`src/rtl/ibex_pkg.sv`:
```
// Shared Ibex types for the multiply/divide unit: operator encoding and
// the state encoding of the iterative multiply/divide FSM.
package ibex_pkg;

    typedef enum logic [1:0] {
        MD_OP_MULL = 2'b00,
        MD_OP_MULH = 2'b01,
        MD_OP_DIV  = 2'b10,
        MD_OP_REM  = 2'b11
    } md_op_e;

    typedef enum logic [2:0] {
        MDI_IDLE = 3'd0,
        MDI_ABS  = 3'd1,
        MDI_MUL  = 3'd2,
        MDI_DIV  = 3'd3,
        MDI_FIX  = 3'd4,
        MDI_DONE = 3'd5
    } md_iter_state_e;

    // Multiply and divide operators differ only in the top opcode bit.
    function automatic logic md_is_mul(md_op_e op);
        return ~op[1];
    endfunction

endpackage

```
`src/rtl/ibex_multdiv_iter_mac.sv`:
```
// Combinational WIDTH x MUL_SLICE unsigned multiply, shifted to slice
// position idx_i and added into a 2*WIDTH accumulator.
// Ports: a_i (multiplicand), b_i (multiplier slice), idx_i (slice index),
//        acc_i (accumulator in), acc_o (accumulator out).
module ibex_multdiv_iter_mac #(
    parameter int WIDTH     = 32,
    parameter int MUL_SLICE = 16,
    localparam int CW       = $clog2(WIDTH + 1)
) (
    input  logic [WIDTH-1:0]     a_i,
    input  logic [MUL_SLICE-1:0] b_i,
    input  logic [CW-1:0]        idx_i,
    input  logic [2*WIDTH-1:0]   acc_i,
    output logic [2*WIDTH-1:0]   acc_o
);

    logic [2*WIDTH-1:0] prod;
    logic [31:0]        sh;

    always_comb begin
        prod  = (2*WIDTH)'(a_i) * (2*WIDTH)'(b_i);
        sh    = 32'(idx_i) * 32'(MUL_SLICE);
        acc_o = acc_i + (prod << sh);
    end

endmodule

```
`src/rtl/ibex_multdiv_iter.sv`:
```
// Iterative multiply/divide unit: slice-wise multiply, radix-2 restoring
// divide, valid/ready handshake, kill and optional data-independent timing.
// Ports: clk_i, rst_ni, req_i/ready_o (accept), kill_i (flush),
//        operator_i, signed_mode_i, data_ind_timing_i, op_a_i, op_b_i,
//        result_o/valid_o/ready_i (result handshake).
module ibex_multdiv_iter
    import ibex_pkg::*;
#(
    parameter int WIDTH     = 32,
    parameter int MUL_SLICE = 16
) (
    input  logic             clk_i,
    input  logic             rst_ni,
    input  logic             req_i,
    output logic             ready_o,
    input  logic             kill_i,
    input  md_op_e           operator_i,
    input  logic [1:0]       signed_mode_i,
    input  logic             data_ind_timing_i,
    input  logic [WIDTH-1:0] op_a_i,
    input  logic [WIDTH-1:0] op_b_i,
    output logic [WIDTH-1:0] result_o,
    output logic             valid_o,
    input  logic             ready_i
);

    localparam int N  = WIDTH / MUL_SLICE;
    localparam int CW = $clog2(WIDTH + 1);

    md_iter_state_e state_q, state_d;

    md_op_e             op_q;
    logic [1:0]         sm_q;
    logic               dit_q;
    logic [WIDTH-1:0]   opa_q;
    logic [WIDTH-1:0]   opb_q;
    logic [2*WIDTH-1:0] acc_q;
    logic [CW-1:0]      cnt_q;
    logic               neg_q;
    logic               rem_neg_q;
    logic [WIDTH-1:0]   res_q;

    logic               accept;
    logic               is_mul;
    logic               sign_a, sign_b;
    logic [WIDTH-1:0]   abs_a, abs_b;
    logic               b_zero;
    logic               early_abs;
    logic [CW-1:0]      mul_idx;
    logic [2*WIDTH-1:0] mac_out;
    logic [WIDTH+MUL_SLICE-1:0] opb_wide;
    logic [WIDTH-1:0]   opb_rest;
    logic               mul_last;
    logic [WIDTH:0]     rem_sh;
    logic [WIDTH:0]     rem_diff;
    logic               rem_ge;
    logic               div_last;
    logic [2*WIDTH-1:0] prod_fix;
    logic [WIDTH-1:0]   quo_fix, rem_fix, res_fix;

    assign accept = req_i & ~kill_i & (state_q == MDI_IDLE);
    assign is_mul = md_is_mul(op_q);

    // Magnitudes; opa_q/opb_q still hold the raw operands during ABS.
    assign sign_a    = sm_q[0] & opa_q[WIDTH-1];
    assign sign_b    = sm_q[1] & opb_q[WIDTH-1];
    assign abs_a     = sign_a ? -opa_q : opa_q;
    assign abs_b     = sign_b ? -opb_q : opb_q;
    assign b_zero    = (opb_q == '0);
    assign early_abs = ~dit_q & b_zero;

    // Multiply: opb_q shifts right one slice per step, so the low slice
    // is always the current one and the rest tells us if we can stop.
    assign mul_idx  = CW'(N) - cnt_q;
    assign opb_wide = {{MUL_SLICE{1'b0}}, opb_q} >> MUL_SLICE;
    assign opb_rest = opb_wide[WIDTH-1:0];
    assign mul_last = (cnt_q == CW'(1)) | (~dit_q & (opb_rest == '0));

    ibex_multdiv_iter_mac #(
        .WIDTH     (WIDTH),
        .MUL_SLICE (MUL_SLICE)
    ) u_mac (
        .a_i   (opa_q),
        .b_i   (opb_q[MUL_SLICE-1:0]),
        .idx_i (mul_idx),
        .acc_i (acc_q),
        .acc_o (mac_out)
    );

    // Divide: remainder in acc_q low half, numerator shifts out of
    // opa_q's MSB while quotient bits shift in at its LSB.
    assign rem_sh   = {acc_q[WIDTH-1:0], opa_q[WIDTH-1]};
    assign rem_ge   = rem_sh >= {1'b0, opb_q};
    assign rem_diff = rem_sh - {1'b0, opb_q};
    assign div_last = (cnt_q == CW'(1));

    // Sign fix-up; opb_q holds |b| unshifted for divides.
    assign prod_fix = neg_q ? -acc_q : acc_q;
    assign quo_fix  = (neg_q & ~b_zero) ? -opa_q : opa_q;
    assign rem_fix  = rem_neg_q ? -acc_q[WIDTH-1:0] : acc_q[WIDTH-1:0];

    always_comb begin
        res_fix = '0;
        case (op_q)
            MD_OP_MULL: res_fix = prod_fix[WIDTH-1:0];
            MD_OP_MULH: res_fix = prod_fix[2*WIDTH-1:WIDTH];
            MD_OP_DIV:  res_fix = quo_fix;
            MD_OP_REM:  res_fix = rem_fix;
            default:    res_fix = '0;
        endcase
    end

    always_ff @(posedge clk_i or negedge rst_ni) begin
        if (!rst_ni) begin
            state_q <= MDI_IDLE;
        end else begin
            state_q <= state_d;
        end
    end

    always_comb begin
        state_d = state_q;
        case (state_q)
            MDI_IDLE: if (accept) state_d = MDI_ABS;
            MDI_ABS: begin
                if (early_abs)   state_d = MDI_FIX;
                else if (is_mul) state_d = MDI_MUL;
                else             state_d = MDI_DIV;
            end
            MDI_MUL:  if (mul_last) state_d = MDI_FIX;
            MDI_DIV:  if (div_last) state_d = MDI_FIX;
            MDI_FIX:  state_d = MDI_DONE;
            MDI_DONE: if (ready_i) state_d = MDI_IDLE;
            default:  state_d = MDI_IDLE;
        endcase
        if (kill_i && state_q != MDI_IDLE) state_d = MDI_IDLE;
    end

    always_comb begin
        ready_o = (state_q == MDI_IDLE);
        valid_o = (state_q == MDI_DONE);
    end

    assign result_o = res_q;

    always_ff @(posedge clk_i or negedge rst_ni) begin
        if (!rst_ni) begin
            op_q      <= MD_OP_MULL;
            sm_q      <= '0;
            dit_q     <= 1'b0;
            opa_q     <= '0;
            opb_q     <= '0;
            acc_q     <= '0;
            cnt_q     <= '0;
            neg_q     <= 1'b0;
            rem_neg_q <= 1'b0;
            res_q     <= '0;
        end else begin
            case (state_q)
                MDI_IDLE: begin
                    if (accept) begin
                        op_q  <= operator_i;
                        sm_q  <= signed_mode_i;
                        dit_q <= data_ind_timing_i;
                        opa_q <= op_a_i;
                        opb_q <= op_b_i;
                    end
                end
                MDI_ABS: begin
                    // Divide-by-zero early-out preloads the final
                    // quotient (all ones) and remainder (|a|).
                    opa_q     <= (early_abs & ~is_mul) ? '1 : abs_a;
                    opb_q     <= abs_b;
                    acc_q     <= (early_abs & ~is_mul) ?
                                 {{WIDTH{1'b0}}, abs_a} : '0;
                    neg_q     <= sign_a ^ sign_b;
                    rem_neg_q <= sign_a;
                    cnt_q     <= is_mul ? CW'(N) : CW'(WIDTH);
                end
                MDI_MUL: begin
                    acc_q <= mac_out;
                    opb_q <= opb_rest;
                    cnt_q <= cnt_q - CW'(1);
                end
                MDI_DIV: begin
                    acc_q[WIDTH-1:0] <= rem_ge ? rem_diff[WIDTH-1:0]
                                               : rem_sh[WIDTH-1:0];
                    opa_q <= {opa_q[WIDTH-2:0], rem_ge};
                    cnt_q <= cnt_q - CW'(1);
                end
                MDI_FIX: res_q <= res_fix;
                default: ;
            endcase
        end
    end

endmodule

```
`config.mk`:
```
export PLATFORM = sky130hd
export DESIGN_NAME = ibex_multdiv_iter
export DESIGN_NICKNAME = d
export VERILOG_FILES = /design/src/rtl/ibex_pkg.sv /design/src/rtl/ibex_multdiv_iter_mac.sv /design/src/rtl/ibex_multdiv_iter.sv
export SDC_FILE = /design/constraint.sdc
export NUM_CORES = 2
export LEC_CHECK = 0
export BUFFER_PORTS_ARGS = -buffer_cell sky130_fd_sc_hd__buf_2
export CORE_MARGIN = 1.5
export CORE_UTILIZATION = 33
export DETAILED_ROUTE_END_ITERATION = 8
export GPL_ROUTABILITY_DRIVEN = 0
export GPL_TIMING_DRIVEN = 0
export PLACE_DENSITY = 0.56
export SYNTH_ARGS = -nofsm -noshare
export SYNTH_HDL_FRONTEND = slang
export SYNTH_HIERARCHICAL = 1
export SYNTH_SLANG_ARGS = --single-unit
```
`constraint.sdc`:
```
create_clock -name clk_i -period 17.31 [get_ports clk_i]
set_clock_uncertainty 0.05 [all_clocks]
set_input_delay 3.462 -clock clk_i [delete_from_list [all_inputs] [get_ports clk_i]]
set_output_delay 3.462 -clock clk_i [all_outputs]
set_load 0.005 [all_outputs]
```
Word-level counts from Yosys, hierarchy flattened
Cells that the tools add are included.
- flip-flop bits (word level): 176
- memories kept: 0
- input port bits: 74
- bits in read-only memories: 0
- latch bits: 0
- bits in writable memories: 0
- output and inout bits: 34
- logic and storage cells: 92
- equal/unequal tests: 15
- $lt $le $gt $ge: 1
- $mul: 1
- shifts and indexed selects: 1
- bitwise operators: 13
- reductions and logical operators: 16
- muxes and demuxes: 25
- div/mod/pow operators: 0
- add/sub/neg operators: 8
- operator list (kind ; number):
    32-bit two-way mux ; 9
    32-bit case mux with 3 select lines ; 3
    32-bit case mux with 4 select lines ; 1
    32-bit negation ; 3
    64-bit adder ; 1
    32-bit zero test ; 2
    64-bit two-way mux ; 1
    64-bit negation ; 1
    32-bit case mux with 2 select lines ; 1
    48-bit by 10-bit << shifter with 64-bit output ; 1
    32-bit by 16-bit multiplier with 48-bit output ; 1
    33-bit by 32-bit greater-or-equal comparator with 1-bit output ; 1
    32-bit subtractor ; 1
    3-bit two-way mux ; 6
    3-bit case mux with 6 select lines ; 1
    6-bit case mux with 2 select lines ; 1
    3-bit nonzero test ; 4
    1-bit bitwise AND ; 8
    3-bit by 2-bit == test with 1-bit output (second input constant) ; 2
    3-bit == test (second input constant) ; 2
    6-bit by 1-bit == test with 1-bit output (second input constant) ; 1
    6-bit two-way mux ; 1
    3-bit by 1-bit inequality test with 1-bit output (second input constant) ; 2
    3-bit inequality test (second input constant) ; 2
    other kinds (19) ; 24

Depth between registers and ports, before layout
- word-level depth: 6
- gate-level depth with buffers: 41
- depth with buffers taken out: 38

By module
Netlist, hierarchy kept.
- by module, submodules not included (module ; seq. area each (sq um) ; area each (sq um) ; cells an instance ; instances):
    ibex_multdiv_iter_mac ; 0.0 ; 20744.9 ; 2610 ; 1
    ibex_multdiv_iter ; 4404.2 ; 14841.7 ; 1919 ; 1

Worst setup path before layout
Ideal clock, no wire load.
- path type: reg-to-reg
- start point: reg opb_q[10]
- end point: reg acc_q[62]
- data arrival time: 8.959 ns
- clock period less this slack: 9.130 ns
- cell stages (with the launch flop): 37
- path buffers: 2
- required time: 17.139 ns
- path slack: 8.180 ns
- library setup time: 0.121 ns
- path through: dfrtp_1 > clkbuf_1 > nand2_1 > fa_1 > inv_1 > fa_1 > fa_1 > fa_1 > fa_1 > inv_1 > fa_1 > inv_1 > ha_1 > clkbuf_1 > a21oi_1 > o21ai_0 > a211o_1 > a21o_1 > a31o_2 > o311ai_2 > o21bai_1 > xor2_1 > a221oi_1 > nor3_1 > ha_1 > and3_1 > nand2_1 > nor2_1 > nand3_1 > o311ai_0 > nand2_1 > o211ai_1 > o31ai_1 > o311ai_1 > a311oi_1 > xnor2_1 > a22o_1
- longest elaborated chain between the ends: 4
- ends and longest elaborated chain (item ; line ; text):
    start, declared ; ibex_multdiv_iter.sv:36 ; logic [WIDTH-1:0] opb_q;
    start signal, assigned ; ibex_multdiv_iter.sv:166 ; opb_q <= op_b_i;
    start signal, assigned ; ibex_multdiv_iter.sv:173 ; opb_q <= abs_b;
    start signal, assigned ; ibex_multdiv_iter.sv:182 ; opb_q <= opb_rest;
    32-bit by 16-bit multiplier with 48-bit output ; ibex_multdiv_iter_mac.sv:21 ; prod = (2*WIDTH)'(a_i) * (2*WIDTH)'(b_i);
    48-bit by 10-bit << shifter with 64-bit output ; ibex_multdiv_iter_mac.sv:23 ; acc_o = acc_i + (prod << sh);
    64-bit adder ; ibex_multdiv_iter_mac.sv:23 ;
    named net mac_out[62] ; ibex_multdiv_iter.sv:50 ; logic [2*WIDTH-1:0] mac_out;
    32-bit case mux with 2 select lines ; ibex_multdiv_iter.sv:159 ; case (state_q)
    end signal, assigned ; ibex_multdiv_iter.sv:174 ; acc_q <= (early_abs & ~is_mul) ?
    end signal, assigned ; ibex_multdiv_iter.sv:181 ; acc_q <= mac_out;
    end signal, assigned by index ; ibex_multdiv_iter.sv:186 ; acc_q[WIDTH-1:0] <= rem_ge ? rem_diff[WIDTH-1:0]
    end, declared ; ibex_multdiv_iter.sv:37 ; logic [2*WIDTH-1:0] acc_q;
The timed path passes the listed nets, and every way through them passes these cells.
A chain may end at the register's enable or synchronous reset.

Worst setup path in the final report
- start point: reg opb_q[3]
- end point: reg acc_q[62]
The elaborated chain is that of the path after synthesis.

==> impl_metrics.json <==
{
  "netlist_instances": 4529,
  "synth.area.mux_share": 0.00942,
  "final-seq-area_sq_um": 4400,
  "post_cts_buffers": 0,
  "place_area_sq_um": 37900,
  "tritoncts": "built",
  "cts_buffers": 17,
  "path_clk_slew_ns": 0.09,
  "rr_worst_depth": 34,
  "worst_hold_slack_ns": 0.442,
  "dp.cells": 6040,
  "max_slew_margin": 0.0933,
  "min_from": "result_o[9]$_DFFE_PN0N_",
  "cp_slowest_cell": "dfrtp_1",
  "status": "complete, no violations",
  "clkSinkCount": 176,
  "die-area_sq_um": 110000,
  "io-pin-count": 108,
  "crit_path_end_kind": "flop",
  "viasPerCell": 5.91,
  "synth_xor_area_frac": 0.0578,
  "max_freq_mhz": 85.0,
  "yosys.area_share.simple": 0.202,
  "nFillCells": 11293,
  "max_cap_violations": 0,
  "critPathKind": "reg2reg",
  "synthFlopType": "dfrtp_1",
  "syn_avg_cell_area_sq_um": 7.86,
  "drt_iter0_drc": 5193,
  "synth.yosys.seq_area_share": 0.124,
  "worstHoldPathType": "reg2reg",
  "grt-ovfl-total": 0,
  "num_vias": 35873,
  "rows": 120,
  "wire_per_inst_um": 25.4,
  "path_max_fanout": 10,
  "hold_depth": 2,
  "initial_utilization": 0.332,
  "nNetsFinal": 5371,
  "antenna_found_initial": 4,
  "grt_usage": 0.276,
  "dieWidth_um": 331,
  "grt_pass1_wl_mm": 228,
  "rrSetupSlack_ns": 5.55,
  "fin_cells": 6074,
  "die_h_um": 331,
  "synth_top_family_by_area": "adder cells",
  "startpoint_type": "flop",
  "syn2layout_area_growth_pct": 8.29,
  "synth_edf_count": 0,
  "setup_tns_ns": 0,
  "ctsLongestPathBuffers": 2,
  "hold_buffers": 0,
  "synth-compound-area-share": 0.204,
  "synthesis.area_sq_um": 35600,
  "multi_input_area_sq_um": 28000,
  "fin_crit_ns": 11.76,
  "critPathLaunch": "opb_q[3]$_DFFE_PN0P_",
  "yosys.area_share.adder": 0.314,
  "ys_warn_count": 6,
  "firstDrtPassIters": 7,
  "async_flop_share": 1.00,
  "worstMarginPinSlew_ns": 1.35,
  "dpl.hpwl_mm": 125,
  "grt_pass1_vias": 34433,
  "wl_mm": 154,
  "port_buffers": 107,
  "final-hold-violation-count": 0,
  "crit_required_ns": 17.66,
  "cts_resized": 0,
  "drt_drc_violations_left": 0,
  "cts_root_buf": "clkbuf_16",
  "rsz0062_at_grt": "false",
  "finalSetupViolCount": 0,
  "synth_cell_type_count": 93,
  "ant_nets": 0,
  "crit_arrival_ns": 12.11,
  "r2r-start": "opb_q[3]$_DFFE_PN0P_",
  "cp_common_cell": "fa_1",
  "synth_fp_nets": 5244,
  "design_area_sq_um": 38500,
  "htreeDepth": 4,
  "slew_violations": 0,
  "slowest_delay_ns": 0.79,
  "synth_seq_cells": 176,
  "clk_latency_ns": 0.52,
  "period_share": 0.680,
  "core_sq_um": 107000,
  "drive_gt1_frac": 0.0422,
  "grt_max_degree": 104
}
sequential cells by signal (all words and copies together) (netlist names), 2 cells and up:
signal and count:
op_q 2, cnt_q 6, result_o 32, state_q 3, opb_q 32, opa_q 32
sm_q 2, acc_q 64
worst max-delay path, delay by kind of cell (launching register included):
kind / cells / cell delay, ns
DFF: 1 / 0.79
AOI/OAI and AO/OA: 15 / 4.34
and+or+nand+nor: 4 / 1.22
xor gates and xnor gates: 2 / 0.61
adders and majority gates: 8 / 3.59
buffers and inverters: 5 / 0.99
cell usage after synthesis (91+ instances only):
| library cell | n | area (sq um) |
|---|---|---|
| clkbuf_1 | 267 | 1000 |
| a21oi_1 | 304 | 1520 |
| xnor2_1 | 144 | 1260 |
| xor2_1 | 91 | 797 |
| dfrtp_1 | 176 | 4400 |
| fa_1 | 420 | 8410 |
| nor2_1 | 256 | 961 |
| ha_1 | 221 | 2770 |
| nand2_1 | 580 | 2180 |
| o21ai_0 | 237 | 1190 |
| inv_1 | 554 | 2080 |
| and2_1 | 232 | 1450 |
cell type report:
type,instances,area share
Sequential cell,176,0.114
Inverter,556,0.0542
Clock buffer,18,0.0111
Timing Repair Buffer,108,0.0149
Tap cell,1403,0.0456
Antenna cell,2,0.000130
Clock inverter,14,0.00484
Buffer,281,0.0281
Multi-Input combinational cell,3516,0.727
worst paths after layout:
path                                           end
max                          acc_q[62]$_DFFE_PN0N_
min                        result_o[9]$_DFFE_PN0N_
max reg2reg                  acc_q[62]$_DFFE_PN0N_
min reg2reg                result_o[9]$_DFFE_PN0N_
max in group asynchronous     opb_q[9]$_DFFE_PN0P_
min in group asynchronous    acc_q[56]$_DFFE_PN0N_
metal layers:
layer	vias to the layer above	part of all wire	global-route usage
li1	15612	-	-
met5	-	0.00022	0
met4	6	0.056	0.128
met2	2302	0.42	0.409
met3	473	0.12	0.0650
met1	17480	0.41	0.379
placed cells by master, fill, tap and decap left out, types with 40 or more instances in the layout:
master / instances
xnor2_1: 144
o21ai_0: 237
buf_2: 109
nand2_1: 580
or3_1: 40
fa_1: 420
and2_1: 232
inv_1: 554
a21o_1: 71
a31oi_1: 72
a21oi_1: 304
nor2_1: 256
a22o_1: 45
clkbuf_1: 268
ha_1: 221
xor2_1: 91
nor3_1: 80
nand3_1: 89
dfrtp_1: 176
a221oi_1: 42
nand4_1: 48
stage by stage:
stage | util | setup WS (ns)
floorplan | - | 8.18
global placement | 0.354 | 5.78
detailed placement | 0.354 | 5.78
CTS | 0.360 | 5.67
global route | 0.360 | 5.18
finish | 0.360 | 5.55
cell families (layout without fill, tap and decap cells):
logic type	count (synthesis)	in the layout
AOI/OAI and AO/OA	1112	1112
xor gates and xnor gates	235	235
adders and majority gates	641	641
buffers and inverters	837	977
DFF	176	176
muxes	32	32
other	0	2
and+or+nand+nor	1496	1496
Power is left out: the tool's default activity adds up to more than one toggle a clock period on the data nets, which glitch-free logic cannot reach.
